[src/rtl/div_ctrl_if.sv]
// Request/response handshake plus the command/result path to the unsigned divider core.
// The slave side is div_ctrl; the master side is the pipeline and the core together.
interface div_ctrl_if;
    logic         in_valid;
    logic         in_ready;
    logic         op_signed;
    logic         op_w;
    logic [63:0]  a;
    logic [63:0]  b;
    logic         out_valid;
    logic         out_ready;
    logic [63:0]  result;
    logic         flush;
    logic         div_start;
    logic [63:0]  div_a;
    logic [63:0]  div_b;
    logic         div_done;
    logic [127:0] div_c;

    modport slave (
        input  in_valid, op_signed, op_w, a, b, out_ready, flush, div_done, div_c,
        output in_ready, out_valid, result, div_start, div_a, div_b
    );

    modport master (
        output in_valid, op_signed, op_w, a, b, out_ready, flush, div_done, div_c,
        input  in_ready, out_valid, result, div_start, div_a, div_b
    );
endinterface

[src/rtl/div_ctrl.sv]
// Signed/unsigned 32/64-bit divide sequencer around an unsigned multi-cycle divider core.
// Operands are reduced to magnitudes on accept and the quotient sign is fixed up on return.
module div_ctrl (
    input  logic       clk,
    input  logic       reset,
    div_ctrl_if.slave  bus
);
    typedef enum logic [2:0] {IDLE, START, WAIT, RESP, DRAIN} state_t;

    state_t      state, state_nxt;
    logic [63:0] a_ext, b_ext, a_mag, b_mag;
    logic [63:0] q_signed, q_fix;
    logic [63:0] div_a_q, div_b_q, result_q;
    logic        neg_q, op_w_q, neg_nxt, b_zero, accept;
    logic        unused_rem;

    // W form works on the low word, widened so one 64-bit magnitude path serves both widths.
    assign a_ext = bus.op_w ? (bus.op_signed ? {{32{bus.a[31]}}, bus.a[31:0]} : {32'h0, bus.a[31:0]})
                            : bus.a;
    assign b_ext = bus.op_w ? (bus.op_signed ? {{32{bus.b[31]}}, bus.b[31:0]} : {32'h0, bus.b[31:0]})
                            : bus.b;
    assign a_mag   = (bus.op_signed && a_ext[63]) ? (~a_ext + 64'd1) : a_ext;
    assign b_mag   = (bus.op_signed && b_ext[63]) ? (~b_ext + 64'd1) : b_ext;
    assign neg_nxt = bus.op_signed & (a_ext[63] ^ b_ext[63]);
    assign b_zero  = (b_ext == 64'd0);

    // INT_MIN / -1 falls out naturally: magnitude 2^(w-1), positive sign, truncated to width.
    assign q_signed = neg_q ? (~bus.div_c[63:0] + 64'd1) : bus.div_c[63:0];
    assign q_fix    = op_w_q ? {32'h0, q_signed[31:0]} : q_signed;
    assign unused_rem = ^bus.div_c[127:64];

    assign bus.in_ready  = (state == IDLE) && !bus.flush && !reset;
    assign accept        = bus.in_valid && bus.in_ready;
    assign bus.out_valid = (state == RESP);
    assign bus.div_start = (state == START);
    assign bus.div_a     = div_a_q;
    assign bus.div_b     = div_b_q;
    assign bus.result    = result_q;

    always_comb begin
        // NOTE: default first so every path assigns state_nxt and no latch is inferred.
        state_nxt = state;
        case (state)
            IDLE: begin
                if (accept) state_nxt = b_zero ? RESP : START;
            end
            START: begin
                state_nxt = bus.flush ? DRAIN : WAIT;
            end
            WAIT: begin
                if (bus.div_done)   state_nxt = bus.flush ? IDLE : RESP;
                else if (bus.flush) state_nxt = DRAIN;
            end
            RESP: begin
                if (bus.flush || bus.out_ready) state_nxt = IDLE;
            end
            DRAIN: begin
                if (bus.div_done) state_nxt = IDLE;
            end
            default: state_nxt = IDLE;
        endcase
    end

    // NOTE: sequential state uses non-blocking assignments so all registers update together.
    always_ff @(posedge clk) begin
        if (reset) begin
            state    <= IDLE;
            div_a_q  <= '0;
            div_b_q  <= '0;
            result_q <= '0;
            neg_q    <= 1'b0;
            op_w_q   <= 1'b0;
        end else begin
            state <= state_nxt;
            if (accept) begin
                div_a_q  <= a_mag;
                div_b_q  <= b_mag;
                neg_q    <= neg_nxt;
                op_w_q   <= bus.op_w;
                result_q <= '0;
            end
            if (state == WAIT && bus.div_done && !bus.flush) begin
                result_q <= q_fix;
            end
        end
    end
endmodule
[src/flat_wrapper.sv]
// flat-port wrapper written by rule: the top's interface ports become plain ports
module div_ctrl_flat 
  (clk, reset, bus_in_valid, bus_op_signed, bus_op_w, bus_a, bus_b, bus_out_ready, bus_flush, bus_div_done, bus_div_c, bus_in_ready, bus_out_valid, bus_result, bus_div_start, bus_div_a, bus_div_b);
  div_ctrl_if bus_i ();
  input  logic clk;
  input  logic reset;
  input wire logic [$bits(bus_i.in_valid)-1:0] bus_in_valid;
  input wire logic [$bits(bus_i.op_signed)-1:0] bus_op_signed;
  input wire logic [$bits(bus_i.op_w)-1:0] bus_op_w;
  input wire logic [$bits(bus_i.a)-1:0] bus_a;
  input wire logic [$bits(bus_i.b)-1:0] bus_b;
  input wire logic [$bits(bus_i.out_ready)-1:0] bus_out_ready;
  input wire logic [$bits(bus_i.flush)-1:0] bus_flush;
  input wire logic [$bits(bus_i.div_done)-1:0] bus_div_done;
  input wire logic [$bits(bus_i.div_c)-1:0] bus_div_c;
  output wire logic [$bits(bus_i.in_ready)-1:0] bus_in_ready;
  output wire logic [$bits(bus_i.out_valid)-1:0] bus_out_valid;
  output wire logic [$bits(bus_i.result)-1:0] bus_result;
  output wire logic [$bits(bus_i.div_start)-1:0] bus_div_start;
  output wire logic [$bits(bus_i.div_a)-1:0] bus_div_a;
  output wire logic [$bits(bus_i.div_b)-1:0] bus_div_b;
  assign bus_i.in_valid = bus_in_valid;
  assign bus_i.op_signed = bus_op_signed;
  assign bus_i.op_w = bus_op_w;
  assign bus_i.a = bus_a;
  assign bus_i.b = bus_b;
  assign bus_i.out_ready = bus_out_ready;
  assign bus_i.flush = bus_flush;
  assign bus_i.div_done = bus_div_done;
  assign bus_i.div_c = bus_div_c;
  assign bus_in_ready = bus_i.in_ready;
  assign bus_out_valid = bus_i.out_valid;
  assign bus_result = bus_i.result;
  assign bus_div_start = bus_i.div_start;
  assign bus_div_a = bus_i.div_a;
  assign bus_div_b = bus_i.div_b;
  div_ctrl u_core (.clk(clk), .reset(reset), .bus(bus_i));
endmodule
[config.mk]
export PLATFORM = sky130hd
export DESIGN_NAME = div_ctrl_flat
export DESIGN_NICKNAME = d
export VERILOG_FILES = /design/src/rtl/div_ctrl_if.sv /design/src/rtl/div_ctrl.sv /design/src/flat_wrapper.sv
export SDC_FILE = /design/constraint.sdc
export NUM_CORES = 1
export LEC_CHECK = 0
export CORE_ASPECT_RATIO = 1.5
export CORE_MARGIN = 1.5
export CORE_UTILIZATION = 25
export CTS_CLUSTER_DIAMETER = 100
export CTS_CLUSTER_SIZE = 30
export DETAILED_ROUTE_END_ITERATION = 6
export PLACE_DENSITY_LB_ADDON = 0.25
export SLEW_MARGIN = 15
export SYNTH_ARGS = -nofsm -noshare
export SYNTH_HDL_FRONTEND = slang
export SYNTH_SLANG_ARGS = --single-unit
[constraint.sdc]
create_clock -name clk -period 3.5 [get_ports clk]
set_input_delay 0.7 -clock clk [delete_from_list [all_inputs] [get_ports clk]]
set_output_delay 0.7 -clock clk [all_outputs]
set_load 0.005 [all_outputs]
# == After elaboration in Yosys (flattened, before gate mapping) ==
# Index checks and enable logic that the tools add are counted.
# W data, S select, Z words.
# totals
reg_bits,197
latchBits,0
ram_bits,0
rom_bits,0
input_bits,264
output_inout_bits,195
elab_cells,55
n_memories,0
# classes
n_addsub,3
multipliers,0
div_mod_pow,0
magnitude_cmp,0
eq_ne,8
shifts,0
muxes,19
n_bitwise,5
n_reduce_logical,14
# op_table
op,n
$mux W64,10
$add A64 B1 Y64 const B,3
$not A64 Y64,3
$logic_not A64 Y1,1
$mux W3,6
$pmux W3 S5,1
$logic_and A1 B1 Y1,7
$eq A3 B2 Y1 const B,2
$mux W2,2
$ne A2 B1 Y1 const B,2
$reduce_and A4 Y1,1
$eq A3 B1 Y1 const B,1
$eq A3 B3 Y1 const B,1
$logic_not A3 Y1,1
$ne A3 B3 Y1 const B,1
$logic_not A1 Y1,2
$ne A2 B2 Y1 const B,1
$reduce_bool A2 Y1,1
$and A1 B1 Y1,1
$logic_or A1 B1 Y1,1
$xor A1 B1 Y1,1

# == Depth between registers and ports, before layout ==
# Gate-level depths: netlist of run 1.
# logic_depth
ltp_word,6
mapped_depth,9
mapped_depth_nobuf,8

# == Worst setup path before layout of run 1 ==
# No wires, ideal clock.
# synth_timing
path_kind,input-to-reg
startpoint,input port bus_div_c[54]
endpoint,"register u_core.result_q[63], in the netlist u_core.bus.result[63]"
setup_time_ns,0.119
arrival_ns,2.635
required_ns,3.381
path_slack_ns,0.746
path_stages,6
path_buffers,0
path_cell_list,or4_4 or3_4 or4_4 o41ai_4 xor2_1 o21ai_1
# synth_between
elab_chain_len,5
# synth_lines
element,line_no,source
start: declaration,flat_wrapper.sv:15,input wire logic [$bits(bus_i.div_c)-1:0] bus_div_c;
$not A64 Y64,div_ctrl.sv:28,assign q_signed = neg_q ? (~bus.div_c[63:0] + 64'd1) : bus.div_c[63:0];
$add A64 B1 Y64,div_ctrl.sv:28,
$mux W64,div_ctrl.sv:28,
$mux W64,div_ctrl.sv:29,"assign q_fix = op_w_q ? {32'h0, q_signed[31:0]} : q_signed;"
$mux W64,div_ctrl.sv:82,if (state == WAIT && bus.div_done && !bus.flush) begin
end signal: assignment,div_ctrl.sv:83,result_q <= q_fix;
end: declaration,div_ctrl.sv:13,"logic [63:0] div_a_q, div_b_q, result_q;"
# Every way passes these cells.
# A chain may end at the register's enable or synchronous reset.

# == Worst setup path after layout of run 1 ==
# layout_timing
startpoint,input port bus_b[52]
endpoint,"register u_core.div_b_q[57], in the netlist u_core.bus.div_b[57]"
# layout_between
elab_chain_len,4
# layout_lines
element,line_no,source
start: declaration,flat_wrapper.sv:11,input wire logic [$bits(bus_i.b)-1:0] bus_b;
$mux W64,div_ctrl.sv:20,"assign b_ext = bus.op_w ? (bus.op_signed ? {{32{bus.b[31]}}, bus.b[31:0]} : {32'h0, bus.b[31:0]})"
$not A64 Y64,div_ctrl.sv:23,assign b_mag = (bus.op_signed && b_ext[63]) ? (~b_ext + 64'd1) : b_ext;
$add A64 B1 Y64,div_ctrl.sv:23,
$mux W64,div_ctrl.sv:23,
end signal: assignment,div_ctrl.sv:77,div_b_q <= b_mag;
end: declaration,div_ctrl.sv:13,
# Every way passes these cells.

==> summary.txt, run 1 <==
Timing
  – Worst relative slew slack: 0.410
  – Final setup fails: 0
  – Max-slew violation count: 0
  – Tightest Pin Transition: 0.885 ns
  – Max Clk Rate: 0.332 GHz
  – Worst hold slack: 0.449 ns
  – Tcrit/Tclk final: 0.860
  – Final TNS setup: 0 ns
  – Final Hold Vio Count: 0
  – RSZ-0062 raised after global routing: false
  – Setup ws final: 0.491 ns
  – Final min period: 3.01 ns
  – Clk_skew: 0.0116 ns

Clock tree
  – Cts bufs inserted: 17
  – Post-CTS Setup Bufs: 0
  – Post_cts resized: 0
  – Clock root buffer: clkbuf_16
  – Max clock buf depth: 2
  – Clk slew on worst S/H paths: 0.07 ns
  – Hold_buf cts: 0
  – TritonCTS Sinks: 197
  – H-Tree Depth: 4
  – CTS tree: yes
  – Worst-skew pair later-pin latency: 0.46 ns

Global route
  – Met3 usage: 0.0549
  – Met1 global-route usage: 0.211
  – Largest net degree at the start of global routing: 75
  – Initial antenna violation count: 21
  – Gr ovfl total: 0
  – Routing usage on met2: 0.400
  – First-pass GRT wire length: 80,800 um
  – Via count of the first global-routing pass: 13,500
  – GRT Max-Usage Layer: met2
  – Gr usage total: 0.213

Synth
  – #FFs+latches synth: 197
  – Top cells by count, synth: 197 x dfxtp_1, 160 x nor2_1, 158 x nand2_1, 115 x o21ai_0, 115 x xor2_1
  – Most common cell in the netlist: dfxtp_1
  – Register area share after synthesis: 0.323
  – Number of synthesized flops with an enable pin: 0
  – Mapped Area: 12,200 sq um
  – Distinct cell type count after synthesis: 70
  – Top cells by area, synth: dfxtp_1 32%, xor2_1 8.3%, nor2_1 4.9%
  – Asr flop ratio synth: 0
  – Syn Nets: 1,838
  – Area leader, netlist: dfxtp_1
  – Primary FF master, synth: dfxtp_1
  – Warnings from Yosys: 0
  – Synth top area share: 0.323
  – Synthesized area per cell: 7.77 sq um
  – Cells after Synth: 1,571

Finish
  – Finished Layout Cells: 2,661
  – Final Instance Area: 18,100 sq um
  – Area growth, synth to finish: 48.3%
  – Layout Nets: 2,251
  – Fillers: 5,041
  – Layout cell share with drive strength beyond 1: 0.0936
  – Fin util: 0.374

Min path
  – HP Class: register to register

Place
  – Placed Area: 17,500 sq um
  – Post-Place Cells: 2,621
  – Gp weighted congestion: 0.924
  – Dpl hpwl: 43,000 um
  – # port buffers: 394
  – Pre-CTS setup slack: -0.0172 ns

Drt
  – Total wire length: 54,600 um
  – Via density per instance: 5.16
  – Starting DRT DRC Count: 675
  – Drc violations: 0
  – Vias: 13,700
  – Drt first pass iters: 5
  – DRT antenna net count: 0
  – Drt wl/cell: 20.5 um

Die
  – Row count: 99
  – Top Ports: 459
  – Die Height: 274 um
  – Core ar.: 48,400 sq um
  – Chip width: 183 um
  – Die area: 50,200 sq um
  – Starting Density: 0.252

Setup path
  – Required time of the worst setup path: 3.89 ns
  – CP max FO: 4
  – Worst setup EP type: register
  – Startpoint types: input port
  – Critical Path AT: 3.40 ns
  – CP Class: input port to register

Run status
  – Outcome: finished, final reports clean

Power and ir drop
  – Maximum ir drop on the vdd rail: 0.000337 V
  – Power Density: 319 nW/um^2
  – Total design power: 5.77 mW
  – Leakage: 6.07 nW

Flow run
  – Max-cap violations: 0
-- path summary, 6_finish.rpt --
check	to	slack, ns	cells after the start	startpoint
max reg2reg	u_core.bus.div_a[57]$_SDFFE_PP0P_	1.06	5	u_core.state[0]$_SDFFE_PP0P_
max	u_core.bus.div_b[57]$_SDFFE_PP0P_	0.49	7	bus_b[52]
min reg2reg	u_core.bus.result[45]$_SDFFE_PP0P_	0.45	2	u_core.bus.result[45]$_SDFFE_PP0P_
min	u_core.bus.result[45]$_SDFFE_PP0P_	0.45	2	u_core.bus.result[45]$_SDFFE_PP0P_
-- registers in the layout, summed over array words and instances, names as in the netlist --
name and flops:
u_core.bus.div_a 64, u_core.bus.div_b 64, u_core.bus.result 64, u_core.neg_q 1, u_core.op_w_q 1, u_core.state 3
-- cells in the final DEF (no fill, tap or decap), types with 25 or more instances in the layout --
master           count
or3_1               32
o41ai_1             36
nand3_1             29
nor3_1              48
o31ai_1             41
xnor2_1             43
buf_4              105
nor2_1             159
clkdlybuf4s50_1    392
dfxtp_1            196
nand2_1            158
nand4_1             25
a31oi_1             27
a211oi_1            62
xor2_1             115
nor4_1              33
a21oi_1             93
o21ai_0            115
-- report_power, final --
part           internal, mW  total, mW  switching [mW]  leakage [nW]
Clock                  1.11       2.09           0.986         0.291
Sequential             2.32       2.37          0.0515          1.60
Combinational         0.630       1.31           0.677          4.17
-- area by class of cell --
type,instances,area (sq um),share of cell area
Multi-Input combinational cell,1252,7830,0.433
Timing Repair Buffer,504,4840,0.267
Sequential cell,197,3950,0.218
Tap cell,656,821,0.0453
Clock buffer,20,457,0.0252
Clock inverter,12,143,0.00788
Inverter,12,45.0,0.00249
Antenna cell,8,20.0,0.00111
-- critical path: stages --
cell	delay, ns
clkdlybuf4s50_1	0.53
or3_1	0.45
nor3_1	0.44
nor4b_1	0.52
a31oi_1	0.34
xor2_1	0.25
o21ai_0	0.16
-- cells by family after synthesis --
family,share of synthesized area
flops,0.323
fa+ha+maj,0.00308
mux,0.00759
xor+xnor,0.113
compound gates,0.263
buf+inv,0.0380
simple gates,0.252
-- metal layers --
| layer | share of wire | vias to the layer above | wire, um |
|---|---|---|---|
| met2 | 0.53 | 470 | 28700 |
| li1 | - | 6691 | - |
| met3 | 0.059 | 124 | 3230 |
| met4 | 0.047 | 26 | 2560 |
| met1 | 0.36 | 6432 | 19800 |
| met5 | 0.0032 | - | 174 |
(Power assumes the default switching activity.)
==> run 2: changes to the inputs <==
Settings changed: SETUP_SLACK_MARGIN from default to 0.1.
==> results of run 2 <==
Final layout, timing and power as in run 1 (identical DEF).
==> run 3: changes to the inputs <==
Clock period 3.5 ns to 3.2 ns, I/O delays scaled along.
==> summary.txt, run 3 (synthesis gave the netlist of run 1 again) <==
Timing
  – Final setup fails: 0 (unchanged)
  – Setup ws final: 0.324 ns (-0.168 ns)
  – Clk_skew: 0.0119 ns (+0.000376 ns)
  – Tightest Pin Transition: 0.934 ns (+0.0490 ns)
  – Tcrit/Tclk final: 0.899
  – Worst relative slew slack: 0.377 (-0.0327)
  – Max Clk Rate: 0.348 GHz
  – Worst hold slack: 0.448 ns (-0.00155 ns)
  – Max-slew violation count: 0 (unchanged)
  – Final Hold Vio Count: 0 (unchanged)
  – RSZ-0062 raised after global routing: false
  – Final min period: 2.88 ns

Setup path
  – Startpoint types: input port
  – WP buf/inv: 4 (+3)
  – Cell repeated most along the worst path: buf_4
  – Critical Path AT: 3.28 ns (-0.12 ns)
  – R2R Path End: u_core.bus.div_a[33]$_SDFFE_PP0P_
  – Worst path max stage delay: 0.50 ns (-0.03 ns)
  – Slowest CP cell: clkdlybuf4s50_1
  – Worst path top cell family by delay: buffers and inverters
  – Worst setup EP type: register
  – Critical path cell sequence: clkdlybuf4s50_1 -> nor4_1 -> buf_4 -> nand4_1 -> buf_4 -> nor3_1 -> buf_4 -> a31oi_1 -> xor2_1 -> o21ai_0
  – R2R depth: 7 (+2)
  – CP Class: input port to register
  – RR Startpoint: u_core.state[0]$_SDFFE_PP0P_
  – Required time of the worst setup path: 3.60 ns (-0.29 ns)
  – CP max FO: 15 (+11)
  – R2R Setup Slk: 0.85 ns (-0.21 ns)

Drt
  – Via density per instance: 5.16 (-0.13%)
  – Starting DRT DRC Count: 647 (-4.1%)
  – DRT antenna net count: 0 (unchanged)
  – Total wire length: 55,900 um (+2.4%)
  – Vias: 14,100 (+2.3%)
  – Drt first pass iters: 5 (unchanged)
  – Drc violations: 0 (unchanged)
  – Drt wl/cell: 20.5 um (about the same)

Global route
  – Via count of the first global-routing pass: 14,200 (+5.1%)
  – Initial antenna violation count: 18 (-14%)
  – First-pass GRT wire length: 82,800 um (+2.5%)
  – Gr usage total: 0.218 (+0.00491)
  – Largest net degree at the start of global routing: 118 (+57%)
  – Gr ovfl total: 0 (unchanged)

Die
  – Chip width: 183 um (unchanged)
  – Top Ports: 459 (unchanged)
  – Starting Density: 0.252 (unchanged)
  – Core ar.: 48,400 sq um (unchanged)
  – Die area: 50,200 sq um (unchanged)
  – Die Height: 274 um (unchanged)
  – Row count: 99 (unchanged)

Clock tree
  – CTS tree: yes
  – Worst-skew pair later-pin latency: 0.48 ns (+0.02 ns)
  – Cts bufs inserted: 17 (unchanged)
  – H-Tree Depth: 4 (unchanged)
  – Max clock buf depth: 2 (unchanged)
  – Clock root buffer: clkbuf_16
  – TritonCTS Sinks: 197 (unchanged)
  – Post_cts resized: 0 (unchanged)
  – Post-CTS Setup Bufs: 0 (unchanged)
  – Hold_buf cts: 0 (unchanged)
  – Clk slew on worst S/H paths: 0.08 ns (about the same)

Power and ir drop
  – Maximum ir drop on the vdd rail: 0.000369 V (+9.7%)
  – Power Density: 342 nW/um^2 (+7.4%)
  – Total design power: 6.38 mW (+11%)
  – Leakage: 6.40 nW (+5.5%)

Finish
  – Layout Nets: 2,317 (+2.9%)
  – Commonest non-fill, non-tap cell in the layout: clkdlybuf4s50_1
  – Commonest cells after routing, fill and taps aside: 392 x clkdlybuf4s50_1, 196 x dfxtp_1, 168 x buf_4, 159 x nor2_1, 158 x nand2_1
  – Finished Layout Cells: 2,727 (+2.5%)
  – Final Instance Area: 18,600 sq um (+3.0%)
  – Layout cell share with drive strength beyond 1: 0.122 (+0.0285)
  – Area growth, synth to finish: 52.7%

Run status
  – Outcome: finished, final reports clean

Place
  – # port buffers: 394 (unchanged)
  – Post-Place Cells: 2,687 (+2.5%)
  – Gp weighted congestion: 0.916 (-0.95%)
  – Placed Area: 18,000 sq um (+3.0%)
  – Dpl hpwl: 44,200 um (+2.8%)
  – Pre-CTS setup slack: -0.124 ns (-0.106 ns)

Min path
  – Hold depth: 2 (unchanged)
  – Worst Hold End: u_core.bus.result[57]$_SDFFE_PP0P_
  – HP Class: register to register
  – Hold Startpoint: u_core.bus.result[57]$_SDFFE_PP0P_

Flow run
  – Max-cap violations: 0 (unchanged)
==> run 3: cell types whose count changed in the layout (fill, tap and decap cells not counted) <==
cell,delta
inv_8,-1
buf_4,+63
clkinv_2,-1
clkinv_8,+1
buf_12,+3
clkbuf_1,+1
==> run 3: layout make-up <==
class                      instances  area (sq um)
multi-input combinational       1252          7830
sequential                       197          3950
clock buffer                      21           460
antenna                            8          20.0
inverter                          12          45.0
tap                              656           821
clock inverter                    11           143
fill                            5007         29800
timing repair buffer             570          5370
==> run 3: metrics by stage <==
stage | utilization | TNS (ns)
after global routing | 0.385 | 0
final | 0.385 | 0
after detailed placement | 0.372 | -0.876
after floorplan | - | 0
after CTS | 0.384 | 0
after global placement | 0.372 | -0.362
==> run 3: worst register-to-register path: cells and delay by family, from the launching register on <==
kind | cells | cell delay [ns]
AO/OA/AOI/OAI | 3 | 0.41
flip-flops | 1 | 0.44
buffers and inverters | 1 | 0.23
AND/OR/NAND/NOR | 3 | 1.20
==> run 3: power by group <==
group	switching, mW	internal (mW)	total, mW
clock network	1.08	1.21	2.29
logic	0.762	0.734	1.50
registers	0.0573	2.54	2.60
==> run 3: worst max path at each step <==
stage | to | slack [ns] | startpoint | depth (start not counted)
2_1_floorplan | u_core.bus.result[63]$_SDFFE_PP0P_ | 0.51 | bus_div_c[54] | 6
3_3_place_gp | u_core.bus.result[63]$_SDFFE_PP0P_ | -0.07 | bus_div_c[54] | 7
3_5_place_dp | u_core.bus.div_b[57]$_SDFFE_PP0P_ | -0.12 | bus_b[9] | 10
4_1_cts | bus_in_ready | 0.37 | bus_flush | 4
5_1_grt | u_core.bus.result[37]$_SDFFE_PP0P_ | 0.27 | bus_div_c[2] | 8
6_report | u_core.bus.div_b[57]$_SDFFE_PP0P_ | 0.32 | bus_b[9] | 10
==> run 3: metal layers <==
metal	share of wire	up-vias	track usage
met3	0.060	138	0.0579
li1	-	6811	-
met4	0.052	20	0.126
met1	0.36	6630	0.216
met5	0.0024	-	0
met2	0.53	466	0.404
